**src/rtl/vend_dispense_scheduler.sv**
```systemverilog
// Dispense sequencer: stock check, motor pulse, drop sense, per-slot stock and jam.
// Optional JAM_RETRY_EN: one extra motor pulse and sense window after the first timeout.
module vend_dispense_scheduler #(
  parameter int SLOT_W        = 2,
  parameter int STOCK_W       = 4,
  parameter int STOCK_INIT    = 10,
  parameter int MOTOR_CYCLES  = 8,
  parameter int SENSE_TIMEOUT = 16
) (
  input  logic                       clk,
  input  logic                       reset,
  input  logic                       req_valid,
  input  logic [SLOT_W-1:0]          req_slot,
  output logic                       req_ready,
  output logic                       done_valid,
  output logic [1:0]                 done_code,
  output logic [SLOT_W-1:0]          done_slot,
  output logic [(2**SLOT_W)-1:0]     motor_en,
  input  logic                       drop_sense,
  input  logic                       restock_valid,
  input  logic [SLOT_W-1:0]          restock_slot,
  input  logic [STOCK_W-1:0]         restock_qty,
  output logic [(2**SLOT_W)-1:0]     stock_avail,
  output logic                       fault
);

  localparam int NUM_SLOTS = 2**SLOT_W;
  localparam int CNT_MAX =
    (MOTOR_CYCLES > SENSE_TIMEOUT) ? MOTOR_CYCLES : SENSE_TIMEOUT;
  localparam int CNT_W = $clog2(CNT_MAX + 1);
  localparam logic [1:0] CODE_OK    = 2'b00;
  localparam logic [1:0] CODE_EMPTY = 2'b01;
  localparam logic [1:0] CODE_JAM   = 2'b10;

  typedef enum logic [2:0] {
    IDLE, CHECK, DRIVE, SENSE, REPORT
  } state_t;

  state_t                              state;
  logic [SLOT_W-1:0]                   slot;
  logic [CNT_W-1:0]                    cnt;
  logic                                drop_seen;
  logic [1:0]                          code;
  logic [NUM_SLOTS-1:0][STOCK_W-1:0]   stock;
  logic [NUM_SLOTS-1:0]                jam;
`ifdef JAM_RETRY_EN
  logic                                retried;
`endif

  logic [NUM_SLOTS-1:0][STOCK_W-1:0]   stock_nxt;
  logic [NUM_SLOTS-1:0]                jam_nxt;
  logic [NUM_SLOTS-1:0]                avail_nxt;
  logic [STOCK_W:0]                    sum;
  logic [NUM_SLOTS-1:0]                slot_oh;
  logic                                seen_now;

  assign slot_oh  = NUM_SLOTS'(1) << slot;
  assign seen_now = drop_seen | drop_sense;

  // Restock saturates first, so a same-cycle OK decrement lands on the sum.
  always_comb begin
    stock_nxt = stock;
    jam_nxt   = jam;
    sum       = '0;
    if (state == REPORT && code == CODE_JAM)
      jam_nxt[slot] = 1'b1;
    if (restock_valid) begin
      sum = {1'b0, stock[restock_slot]} + {1'b0, restock_qty};
      stock_nxt[restock_slot] = sum[STOCK_W] ? '1 : sum[STOCK_W-1:0];
      jam_nxt[restock_slot]   = 1'b0;
    end
    if (state == REPORT && code == CODE_OK && stock_nxt[slot] != '0)
      stock_nxt[slot] = stock_nxt[slot] - STOCK_W'(1);
    for (int i = 0; i < NUM_SLOTS; i++)
      avail_nxt[i] = (stock_nxt[i] != '0) && !jam_nxt[i];
  end

  always_ff @(posedge clk) begin
    if (reset) begin
      state       <= IDLE;
      slot        <= '0;
      cnt         <= '0;
      drop_seen   <= 1'b0;
      code        <= CODE_OK;
      motor_en    <= '0;
      done_valid  <= 1'b0;
      done_code   <= CODE_OK;
      done_slot   <= '0;
      req_ready   <= 1'b1;
      stock       <= {NUM_SLOTS{STOCK_W'(STOCK_INIT)}};
      jam         <= '0;
      stock_avail <= (STOCK_INIT != 0) ? '1 : '0;
      fault       <= 1'b0;
`ifdef JAM_RETRY_EN
      retried     <= 1'b0;
`endif
    end else begin
      stock       <= stock_nxt;
      jam         <= jam_nxt;
      stock_avail <= avail_nxt;
      fault       <= |jam_nxt;
      done_valid  <= 1'b0;
      unique case (state)
        IDLE: begin
          if (req_valid) begin
            slot      <= req_slot;
            req_ready <= 1'b0;
            state     <= CHECK;
          end
        end
        CHECK: begin
          if (stock[slot] == '0 || jam[slot]) begin
            code  <= CODE_EMPTY;
            state <= REPORT;
          end else begin
            cnt       <= CNT_W'(MOTOR_CYCLES);
            drop_seen <= 1'b0;
            motor_en  <= slot_oh;
            state     <= DRIVE;
`ifdef JAM_RETRY_EN
            retried   <= 1'b0;
`endif
          end
        end
        DRIVE: begin
          drop_seen <= seen_now;
          if (cnt == CNT_W'(1)) begin
            motor_en <= '0;
            if (seen_now) begin
              code  <= CODE_OK;
              state <= REPORT;
            end else begin
              cnt   <= CNT_W'(SENSE_TIMEOUT);
              state <= SENSE;
            end
          end else begin
            cnt <= cnt - CNT_W'(1);
          end
        end
        SENSE: begin
          if (drop_sense) begin
            code  <= CODE_OK;
            state <= REPORT;
          end else if (cnt == CNT_W'(1)) begin
`ifdef JAM_RETRY_EN
            if (!retried) begin
              retried   <= 1'b1;
              cnt       <= CNT_W'(MOTOR_CYCLES);
              drop_seen <= 1'b0;
              motor_en  <= slot_oh;
              state     <= DRIVE;
            end else begin
              code  <= CODE_JAM;
              state <= REPORT;
            end
`else
            code  <= CODE_JAM;
            state <= REPORT;
`endif
          end else begin
            cnt <= cnt - CNT_W'(1);
          end
        end
        REPORT: begin
          done_valid <= 1'b1;
          done_code  <= code;
          done_slot  <= slot;
          req_ready  <= 1'b1;
          state      <= IDLE;
        end
        default: state <= IDLE;
      endcase
    end
  end

endmodule

```
**config.mk**
```make
export PLATFORM = sky130hd
export DESIGN_NAME = vend_dispense_scheduler
export DESIGN_NICKNAME = d
export VERILOG_FILES = /design/src/rtl/vend_dispense_scheduler.sv
export SDC_FILE = /design/constraint.sdc
export NUM_CORES = 1
export LEC_CHECK = 0
export ABC_AREA = 1
export ABC_CLOCK_PERIOD_IN_PS = 3700
export CORE_ASPECT_RATIO = 1.75
export CORE_UTILIZATION = 50
export CTS_CLUSTER_DIAMETER = 80
export DETAILED_ROUTE_END_ITERATION = 6
export GPL_TIMING_DRIVEN = 0
export MAX_ROUTING_LAYER = met4
export PLACE_DENSITY = 0.75
export SYNTH_ARGS = -nofsm -noshare
export SYNTH_HDL_FRONTEND = slang
export SYNTH_SLANG_ARGS = --single-unit
```
**constraint.sdc**
```tcl
create_clock -name clk -period 3.7 [get_ports clk]
set_clock_uncertainty 0.05 [all_clocks]
set_input_delay 0.74 -clock clk [delete_from_list [all_inputs] [get_ports clk]]
set_output_delay 0.74 -clock clk [all_outputs]
set_load 0.1 [all_outputs]
```
Yosys cells after proc, flatten, opt, wreduce, memory -nomap -nowiden
Cells that the tools add are included.
{ "op_classes": {"add_sub_neg": 3, "magnitude_cmp": 4, "n_eq_ne": 15, "shifts": 1, "n_mux": 50, "bitwise": 4, "reduce_logical": 33} }
{ "ops": {"columns": ["operator", "n"], "rows": [
  ["4-bit two-way mux", 10],
  ["16-bit bitwise mux", 2],
  ["16-bit two-way mux", 2],
  ["5-bit two-way mux", 5],
  ["4-bit binary-select mux with 2-bit select", 3],
  ["4-bit nonzero test", 5],
  ["3-bit two-way mux", 6],
  ["4-bit demux with 2-bit select", 2],
  ["5-bit one-hot mux with 3 select lines", 1],
  ["2-bit != test, second input constant", 7],
  ["3-bit one-hot mux with 4 select lines", 1],
  ["2-bit two-way mux", 5],
  ["5-bit AND reduction", 2],
  ["1-bit logical AND", 9],
  ["4-bit one-hot mux with 2 select lines", 1],
  ["3-bit by 2-bit == test with 1-bit output, second input constant", 2],
  ["2-bit by 3-bit < comparator with 1-bit output, second input constant", 2],
  ["1-bit two-way mux", 6],
  ["3-bit != test, second input constant", 2],
  ["2-bit one-hot mux with 3 select lines", 1],
  ["2-bit AND reduction", 3],
  ["3-bit AND reduction", 2],
  ["4-bit by 4-bit adder with 5-bit output", 1],
  ["5-bit by 1-bit == test with 1-bit output, second input constant", 1],
  ["22 further kinds", 29]
]} }
{ "totals": {"reg_bits": 48, "in_bits": 13, "output_inout_bits": 15} }

Logic depth before layout (Yosys ltp)
Gate-level depths: netlist of run 1.
{ "depth": {"ltp_word": 13, "ltp_mapped": 28, "mapped_depth_nobuf": 28} }

Worst setup path before layout of run 1
No wires, ideal clock.
{ "synth_path": {"path_type": "input to register", "start": "input port restock_slot[1]", "end": "register stock_avail[3]", "setup_time_ps": 109, "arrival_ps": 3453, "t_required_ps": 3541, "slack_ps": 88, "cell_stages": 27, "cell_sequence": "inv_1 > nand2_2 > inv_1 > a22oi_1 > o221ai_1 > ha_1 > inv_1 > fa_1 > inv_1 > nand3_1 > nand2_1 > nor2_1 > nand2_1 > nand3_1 > nand2_1 > nor2_4 > ha_1 > inv_1 > nor3_4 > nand2_4 > buf_6 > nand3_1 > nand2_1 > nor2_1 > nand3_1 > nand2_1 > inv_1"} }
{ "synth_via": {"elab_chain_cells": 13, "elab_cells_between_ends": 26, "cone_classes": "2 x add/sub; 2 x order compare; 14 x mux; 2 x bitwise; 6 x reduce/logical"} }
{ "synth_lines": {"columns": ["item", "line", "text"], "rows": [
  ["start: declaration", "21", "input logic [SLOT_W-1:0] restock_slot,"],
  ["4-bit binary-select mux with 2-bit select, or another cell as far along", "68", "sum = {1'b0, stock[restock_slot]} + {1'b0, restock_qty};"],
  ["4-bit two-way mux (implied by the code) / 1-bit logical AND (equally long branches)", "68, 69, 70", null],
  ["4-bit by 4-bit adder with 5-bit output / 4-bit two-way mux (equally long branches)", "68, 69", null],
  ["4-bit two-way mux / 4-bit demux with 2-bit select (equally long branches)", "69", "stock_nxt[restock_slot] = sum[STOCK_W] ? '1 : sum[STOCK_W-1:0];"],
  ["16-bit bitwise mux", "69", null],
  ["16-bit two-way mux", "67", "if (restock_valid) begin"],
  ["4-bit binary-select mux with 2-bit select", "72, 73", null],
  ["4-bit two-way mux (implied by the code)", "72, 73", null],
  ["4-bit by 1-bit subtractor with 4-bit output / 4-bit nonzero test (equally long branches)", "73, 72", null],
  ["16-bit bitwise mux / 1-bit logical AND (equally long branches)", "73, 72", null],
  ["16-bit two-way mux", "72", "if (state == REPORT && code == CODE_OK && stock_nxt[slot] != '0)"],
  ["4-bit nonzero test", "75", "avail_nxt[i] = (stock_nxt[i] != '0) && !jam_nxt[i];"],
  ["1-bit logical AND (*)", "75", null],
  ["end signal: assignment", "92", "stock_avail <= (STOCK_INIT != 0) ? '1 : '0;"],
  ["end signal: assignment", "100", "stock_avail <= avail_nxt;"],
  ["end: declaration", "23", "output logic [(2**SLOT_W)-1:0] stock_avail,"]
]} }
Mark *: on every way between the ends. The rest lies on a longest branch, timed or not. The select of a mux whose other input is x is not followed.
A chain may end at the register's enable or synchronous reset.

Worst setup path in the final report of run 1
{ "layout_path": {"start": "input port restock_slot[0]", "end": "register stock_avail[1]"} }
Same word-level chain as after synthesis.

==> results of run 1 <==
==> layout make-up <==
type	instances	area, µm²	share of cell area
sequential	48	961	0.244
clock buffer	8	90.1	0.0229
buffer	9	56.3	0.0143
inverter	69	267	0.0677
timing repair buffer	45	442	0.112
multi-input combinational	356	2020	0.514
tap	78	97.6	0.0248
==> timing repair <==
item / 4_1_cts / 5_1_grt
setup buffers: 7 / 10
resized for setup: 43 / 42
hold buffers: 0 / 0
setup endpoints to repair: 20 / 12
pin swaps: 16 / 32
gates cloned: 1 / 1
==> worst max-delay path, stage by stage <==
cell	delay (ns)
buf_12	0.11
nor2_4	0.16
a22oi_2	0.12
o221ai_2	0.08
ha_2	0.21
inv_2	0.04
fa_2	0.54
inv_2	0.05
nor2_4	0.18
nand2_1	0.09
nand3_2	0.07
nand2_2	0.09
nor2_4	0.13
ha_4	0.17
inv_4	0.04
nor3_4	0.22
nand2_4	0.13
buf_8	0.16
nand3_2	0.06
nand2_1	0.05
nor2_1	0.12
nand3_1	0.09
nand2_1	0.08
nand2_1	0.05
==> sequential cells by signal, indices dropped and copies added, names as in the netlist <==
register	count
state	3
done_valid	1
stock	16
slot	2
done_code	2
fault	1
code	2
req_ready	1
stock_avail	4
motor_en	4
cnt	5
done_slot	2
drop_seen	1
jam	4
==> worst min-delay path by stage <==
stage / startpoint / end / slack [ns] / depth (start not counted)
2_1_floorplan: drop_seen$_SDFFE_PP0P_ / drop_seen$_SDFFE_PP0P_ / 0.39 / 2
3_3_place_gp: req_ready$_SDFFE_PP1P_ / req_ready$_SDFFE_PP1P_ / 0.39 / 2
3_5_place_dp: req_ready$_SDFFE_PP1P_ / req_ready$_SDFFE_PP1P_ / 0.39 / 2
4_1_cts: req_ready$_SDFFE_PP1P_ / req_ready$_SDFFE_PP1P_ / 0.41 / 2
5_1_grt: motor_en[0]$_SDFFE_PP0P_ / motor_en[0]$_SDFFE_PP0P_ / 0.44 / 2
6_report: req_ready$_SDFFE_PP1P_ / req_ready$_SDFFE_PP1P_ / 0.41 / 2
==> where the power goes <==
group	switching (W)	total, W	internal [W]
clock	0.000170	0.000323	0.000153
combinational	0.00111	0.00168	0.000576
sequential	0.0000724	0.000689	0.000617
total	0.00135	0.00269	0.00135
==> through the flow <==
stage / instance area [µm²] / power [W]
2_1_floorplan: 3090 / 0.00170
3_3_place_gp: 3440 / 0.00203
3_5_place_dp: 3440 / 0.00205
4_1_cts: 3720 / 0.00252
5_1_grt: 3940 / 0.00287
6_report: 3940 / 0.00269
==> cells in the final DEF, fill, tap and decap left out, drive strengths merged, types with 7 or more instances in the layout <==
cell type      count
nor2              50
or2                7
inv               68
nand4              7
o21ai             25
nand2            151
nand3             51
buf               26
clkbuf            12
ha                 7
clkdlybuf4s50     24
a21oi             22
nor3               8
dfxtp             48
==> logic make-up after synthesis <==
family | count (synthesis)
buf+inv | 78
simple gates | 278
flops | 48
xor+xnor | 2
compound gates | 68
fa+ha+maj | 8
==> routing by layer <==
layer | wire length, µm | vias to the layer above | track usage
li1 | - | 1659 | -
met1 | 3320 | 1541 | 0.311
met2 | 5150 | 146 | 0.547
met3 | 446 | 57 | 0.0438
met4 | 794 | 0 | 0.263
met5 | 0 | - | -
==> summary.md, run 1 <==
| Metric | Value |
|---|---|
| Result of the run | completed |
| Number of rows created at floorplan | 37 |
| RSZ-0062 raised after global routing | yes |
| Async SR Flop Fraction | 0 |
| Number of violations of the max-capacitance limit | 0 |
| Kind of capture point of the worst setup path | flop |
| Power Dens Cells | 685 nW/µm² |
| Leak | about 1.8 nW |
| Proportion of synthesized area in mux cells | 0 |
| IR drop worst, VDD | around 0.43 mV |
| Combinational family with the most area after synthesis | simple AND/OR/NAND/NOR gates |
| Area growth, synth to finish | 27.5% |
| Ratio of routed vias to standard cells | between 5 and 6 |
| Distinct cell type count of the synthesized netlist | 36 |
| Total CTS buffers | 5 |
| Util after Layout | 0.664 |
| Share of the synthesized area in the top cell type | 0.311 |
| Prevailing post-synth register cell | dfxtp_1 |
| Xor and xnor area share after synthesis | 0.00568 |
| Number of top-level pins | 28 |
| Flop and latch count out of synthesis | between 40 and 50 |
| Endpoints failing hold | 0 |
| Worst hold slack | around 0.4 ns |
| Setup TNS | 0 ns |
| Critical path origin | restock_slot[0] |
| Number of sinks driven by the clock tree | 48 |
| Average size of a mapped cell | between 6 and 7 µm² |
| Dominant cell type by area after synthesis | dfxtp_1 |
| Maximum fanout along the worst path | 5 |
| Number of remaining DRC errors | 0 |
| Maximum number of pins on one net before global-route repair | 14 |
| Final worst-path setup slack | approximately 0.055 ns |
| Startpoint type of the worst setup path | input port |
| GR Overflow Total | 0 |
| Via count of the first global-routing pass | between 3000 and 4000 |
| Number of warnings printed during yosys synthesis | 0 |
| Clock Root Buffer | clkbuf_8 |
| Maximum buffer depth of the clock tree | 2 |
| Seq/Total Area, Yosys | 0.311 |
| TritonCTS clock tree | yes |
| IO Port Bufs | 26 |
| Antenna-violating nets left | 0 |
| Worst flop-to-flop path endpoint | stock_avail[1]$_SDFF_PP1_ |
| CTS H-tree lvls | 2 |
| Number of instances in the placed design | about 600 |
| Required time of the critical path | about 3.8 ns |
| Routed vias | roughly 3400 |
| Initial standard-cell utilization of the core | 0.521 |
| Min cycle time layout | ~3.6 ns |
| Number of detailed-route iterations in the first pass | 5 |
| Critical R2R Launch | stock[3]$_SDFF_PP1_ |
| Simple-gate area share of the yosys netlist | 0.415 |
| Total length of routed wires | just under 10000 µm |
| Post-DP HPWL | 7160 µm |
| Antenna violations before repair | 0 |
| Horizontal extent of the die | just over 60 µm |
| Placement Setup Slack | -1.31 ns |
| Antenna diode instance count | 0 |
| Share of the clock period used by the worst path | 0.985 |
| Non-filler cells, final | 613 |
| Transition at the pin with the smallest max-transition slack | between 0.9 and 1 ns |
| Last element of the critical path | stock_avail[1]$_SDFF_PP1_ |
| Clock latency on the worst-skew pair | 0.31 ns |
| Worst Reg2Reg Path Length in Cells | 21 |
| Overall die area | 6500 µm² |
| Compound-cell area share of the yosys netlist | 0.131 |
| Total Nets Final | roughly 560 |
| Setup slack of the most critical reg-to-reg path | 0.30 ns |
| Adder-cell area share of the yosys netlist | 0.0349 |
| Clock edge transition at the registers on the reported setup and hold paths | about 0.08 ns |
| WL/cell | about 16 µm |
| Main area contributors after synthesis | dfxtp_1 (31%), nand2_1 (18%), inv_1 (7.7%) |
| Worst min-delay path category | flop to flop |
| Proportion of layout cells with a drive suffix above 1 | 0.206 |
| Critical path data arrival time | roughly 3.8 ns |
| Number of nets in the synthesized netlist | 503 |
| Top cell types by occurrence after synthesis | nand2_1 (145), inv_1 (63), dfxtp_1 (48), nand3_1 (46), nor2_1 (41) |
| Number of fill cells in the layout | a little under 600 |
| Max-slew headroom | 0.351 |
| Global routing usage summed across all routing layers | 0.325 |
| Height of the die | between 100 and 150 µm |
| Maximum frequency from static timing analysis | around 270 MHz |
| Post-synth design cell area | between 3000 and 4000 µm² |
| Setup violation total in the final timing report | 0 |
| Number of enable flip-flop cells after synthesis | 0 |
| First-pass GRT wire length | roughly 15000 µm |
| Number of DRC violations after detailed-routing iteration 0 | 198 |
| Worst setup path class | input port to flop |
| Final-report max-slew violation count | 0 |
| Floorplan Core Area | around 6000 µm² |
| Synth Instances | roughly 480 |
| Leading cell type by number of instances after synthesis | nand2_1 |
| Weighted congestion reported at the end of routability-driven placement | ~0.96 |
(Power assumes the default switching activity.)
==> inputs of run 2 (changes only) <==
--- a/config.mk
+++ b/config.mk
@@ -9,11 +9,12 @@
 export ABC_CLOCK_PERIOD_IN_PS = 3700
 export CORE_ASPECT_RATIO = 1.75
 export CORE_UTILIZATION = 50
-export CTS_CLUSTER_DIAMETER = 80
+export CTS_CLUSTER_DIAMETER = 200
 export DETAILED_ROUTE_END_ITERATION = 6
 export GPL_TIMING_DRIVEN = 0
 export MAX_ROUTING_LAYER = met4
 export PLACE_DENSITY = 0.75
+export SKIP_LAST_GASP = 1
 export SYNTH_ARGS = -nofsm -noshare
 export SYNTH_HDL_FRONTEND = slang
 export SYNTH_SLANG_ARGS = --single-unit
==> run 2 against run 1 <==
- die area did not move
- sequential share of layout area barely moved
- combinational power barely moved
- clock-buffer cell count did not move
- final cell count did not move
- final area fell by 0.13%
- total power barely moved
- sequential power barely moved
- worst hold slack barely moved
- flip-flop and latch count did not move
- largest cell class unchanged
==> summary.md, run 2 (same netlist as run 1, synthesis figures left out) <==
| Metric | Value |
|---|---|
| Result of the run | completed |
| Critical R2R Launch | stock[3]$_SDFF_PP1_ |
| Required time of the critical path | around 3.8 ns |
| Weighted congestion reported at the end of routability-driven placement | 0.959 |
| Combined area of the multi-input logic cells | approximately 2000 µm² |
| Critical path data arrival time | 3.78 ns |
| Number of sinks driven by the clock tree | 48 |
| Worst hold slack | around 0.4 ns |
| Max-slew headroom | 0.351 |
| Number of DRC violations after detailed-routing iteration 0 | roughly 180 |
| Endpoints failing hold | 0 |
| Hold Startpoint | req_ready$_SDFFE_PP1P_ |
| Ratio of routed vias to standard cells | between 5 and 6 |
| Height of the die | around 110 µm |
| Number of violations of the max-capacitance limit | 0 |
| Via count of the first global-routing pass | 3300 |
| Register with the highest flop count | stock |
| Transition at the pin with the smallest max-transition slack | 0.971 ns |
| Final-report max-slew violation count | 0 |
| Worst setup path class | input port to flop |
| Number of detailed-route iterations in the first pass | 5 |
| Total CTS buffers | 5 |
| Critical path origin | restock_slot[0] |
| Floorplan Core Area | ~5900 µm² |
| Clock edge transition at the registers on the reported setup and hold paths | ~0.08 ns |
| Post-DP HPWL | 7160 µm |
| Antenna-violating nets left | 0 |
| Commonest non-fill, non-tap cell in the layout | nand2_1 |
| WL/cell | between 15 and 20 µm |
| CTS H-tree lvls | 2 |
| Maximum number of pins on one net before global-route repair | 14 |
| Total Nets Final | between 500 and 600 |
| Global routing usage summed across all routing layers | 0.325 |
| Min cycle time layout | 3.64 ns |
| Initial standard-cell utilization of the core | 0.521 |
| RSZ-0062 raised after global routing | yes |
| Number of top-level pins | 28 |
| Cell area after layout | about 3900 µm² |
| Area occupied by registers | 961 µm² |
| Proportion of layout cells with a drive suffix above 1 | 0.206 |
| Number of rows created at floorplan | 37 |
| Clock latency on the worst-skew pair | between 0.3 and 0.4 ns |
| Max FFs per register | 16 |
| Number of remaining DRC errors | 0 |
| Startpoint type of the worst setup path | input port |
| Number of fill cells in the layout | between 500 and 600 |
| Power Dens Cells | between 600 and 700 nW/µm² |
| Most frequent cells in the layout | nand2_1 (126), inv_1 (56), dfxtp_1 (48) |
| Clock Root Buffer | clkbuf_8 |
| Antenna violations before repair | 0 |
| Maximum frequency from static timing analysis | 275 MHz |
| Maximum fanout along the worst path | 5 |
| Kind of capture point of the worst setup path | flop |
| Util after Layout | 0.663 |
| Horizontal extent of the die | just over 60 µm |
| IR drop worst, VDD | between 0.4 and 0.5 mV |
| First-pass GRT wire length | between 10000 and 15000 µm |
| Setup slack of the most critical reg-to-reg path | ~0.31 ns |
| Setup violation total in the final timing report | 0 |
| Overall die area | about 6500 µm² |
| Share of the clock period used by the worst path | 0.984 |
| Leak | ~1.8 nW |
| Antenna diode instance count | 0 |
| Area growth, synth to finish | 27.4% |
| Largest registers | stock x16, cnt x5 |
| Worst min-delay path category | flop to flop |
| Maximum buffer depth of the clock tree | 2 |
| Post-Place Cell Area | ~3400 µm² |
| TritonCTS clock tree | yes |
| GR Overflow Total | 0 |
| Total length of routed wires | ~9700 µm |
| Routed vias | 3384 |
| IO Port Bufs | 26 |
| Total power after layout | between 0.002 and 0.003 W |
==> run 2: per-stage QoR <==
| step | setup WS [ns] | cells | setup TNS, ns |
|---|---|---|---|
| final | 0.0608 | 613 | 0 |
| after global routing | -0.146 | 613 | -0.515 |
| after CTS | 0.00459 | 602 | 0 |
| after detailed placement | -1.31 | 586 | -22.06 |
| after global placement | -1.26 | 586 | -20.85 |
| after floorplan | 0.0880 | 482 | 0 |
==> run 2: path summary, 6_finish.rpt <==
check | end | depth (start not counted)
setup / recovery | stock_avail[1]$_SDFF_PP1_ | 24
hold / removal | req_ready$_SDFFE_PP1P_ | 2
setup reg to reg | stock_avail[1]$_SDFF_PP1_ | 21
hold reg to reg | req_ready$_SDFFE_PP1P_ | 2
==> run 2: critical path: stages <==
cell      delay, ns
buf_12         0.11
nor2_4         0.16
a22oi_2        0.12
o221ai_2       0.07
ha_2           0.21
inv_2          0.04
fa_2           0.54
inv_2          0.05
nor2_4         0.18
nand2_1        0.09
nand3_2        0.07
nand2_2        0.09
nor2_4         0.13
ha_4           0.17
inv_4          0.04
nor3_4         0.22
nand2_4        0.13
buf_8          0.16
nand3_2        0.06
nand2_1        0.05
nor2_1         0.12
nand3_1        0.09
nand2_1        0.08
nand2_1        0.05
==> run 2: timing repair <==
action	in CTS	in global routing
cloned	1	1
setup endpoints to repair	20	12
buffers inserted	7	10
pin swaps	16	32
gates resized for setup	43	41
hold buffers	0	0
==> run 2: final cells by class <==
type / instances / share of cell area
repair buffers: 45 / 0.112
well taps: 78 / 0.0248
flip-flops and latches: 48 / 0.245
multi-input cells: 356 / 0.513
plain buffers: 9 / 0.0143
clock buffers: 8 / 0.0229
inverters: 69 / 0.0678
==> run 2: power breakdown <==
group          internal [W]  switching, W  total, W
clock network      0.000153      0.000171  0.000324
registers          0.000617     0.0000716  0.000688
logic              0.000575       0.00111   0.00168
total               0.00134       0.00135   0.00269
==> run 2: metal layers <==
metal  wire length, µm  GRT usage  vias up  share of wire
li1                  -          -     1659              -
met1              3380      0.311     1535           0.35
met2              5150      0.547      130           0.53
met3               370     0.0438       60          0.038
met4               801      0.263        0          0.083
met5                 0          -        -              0
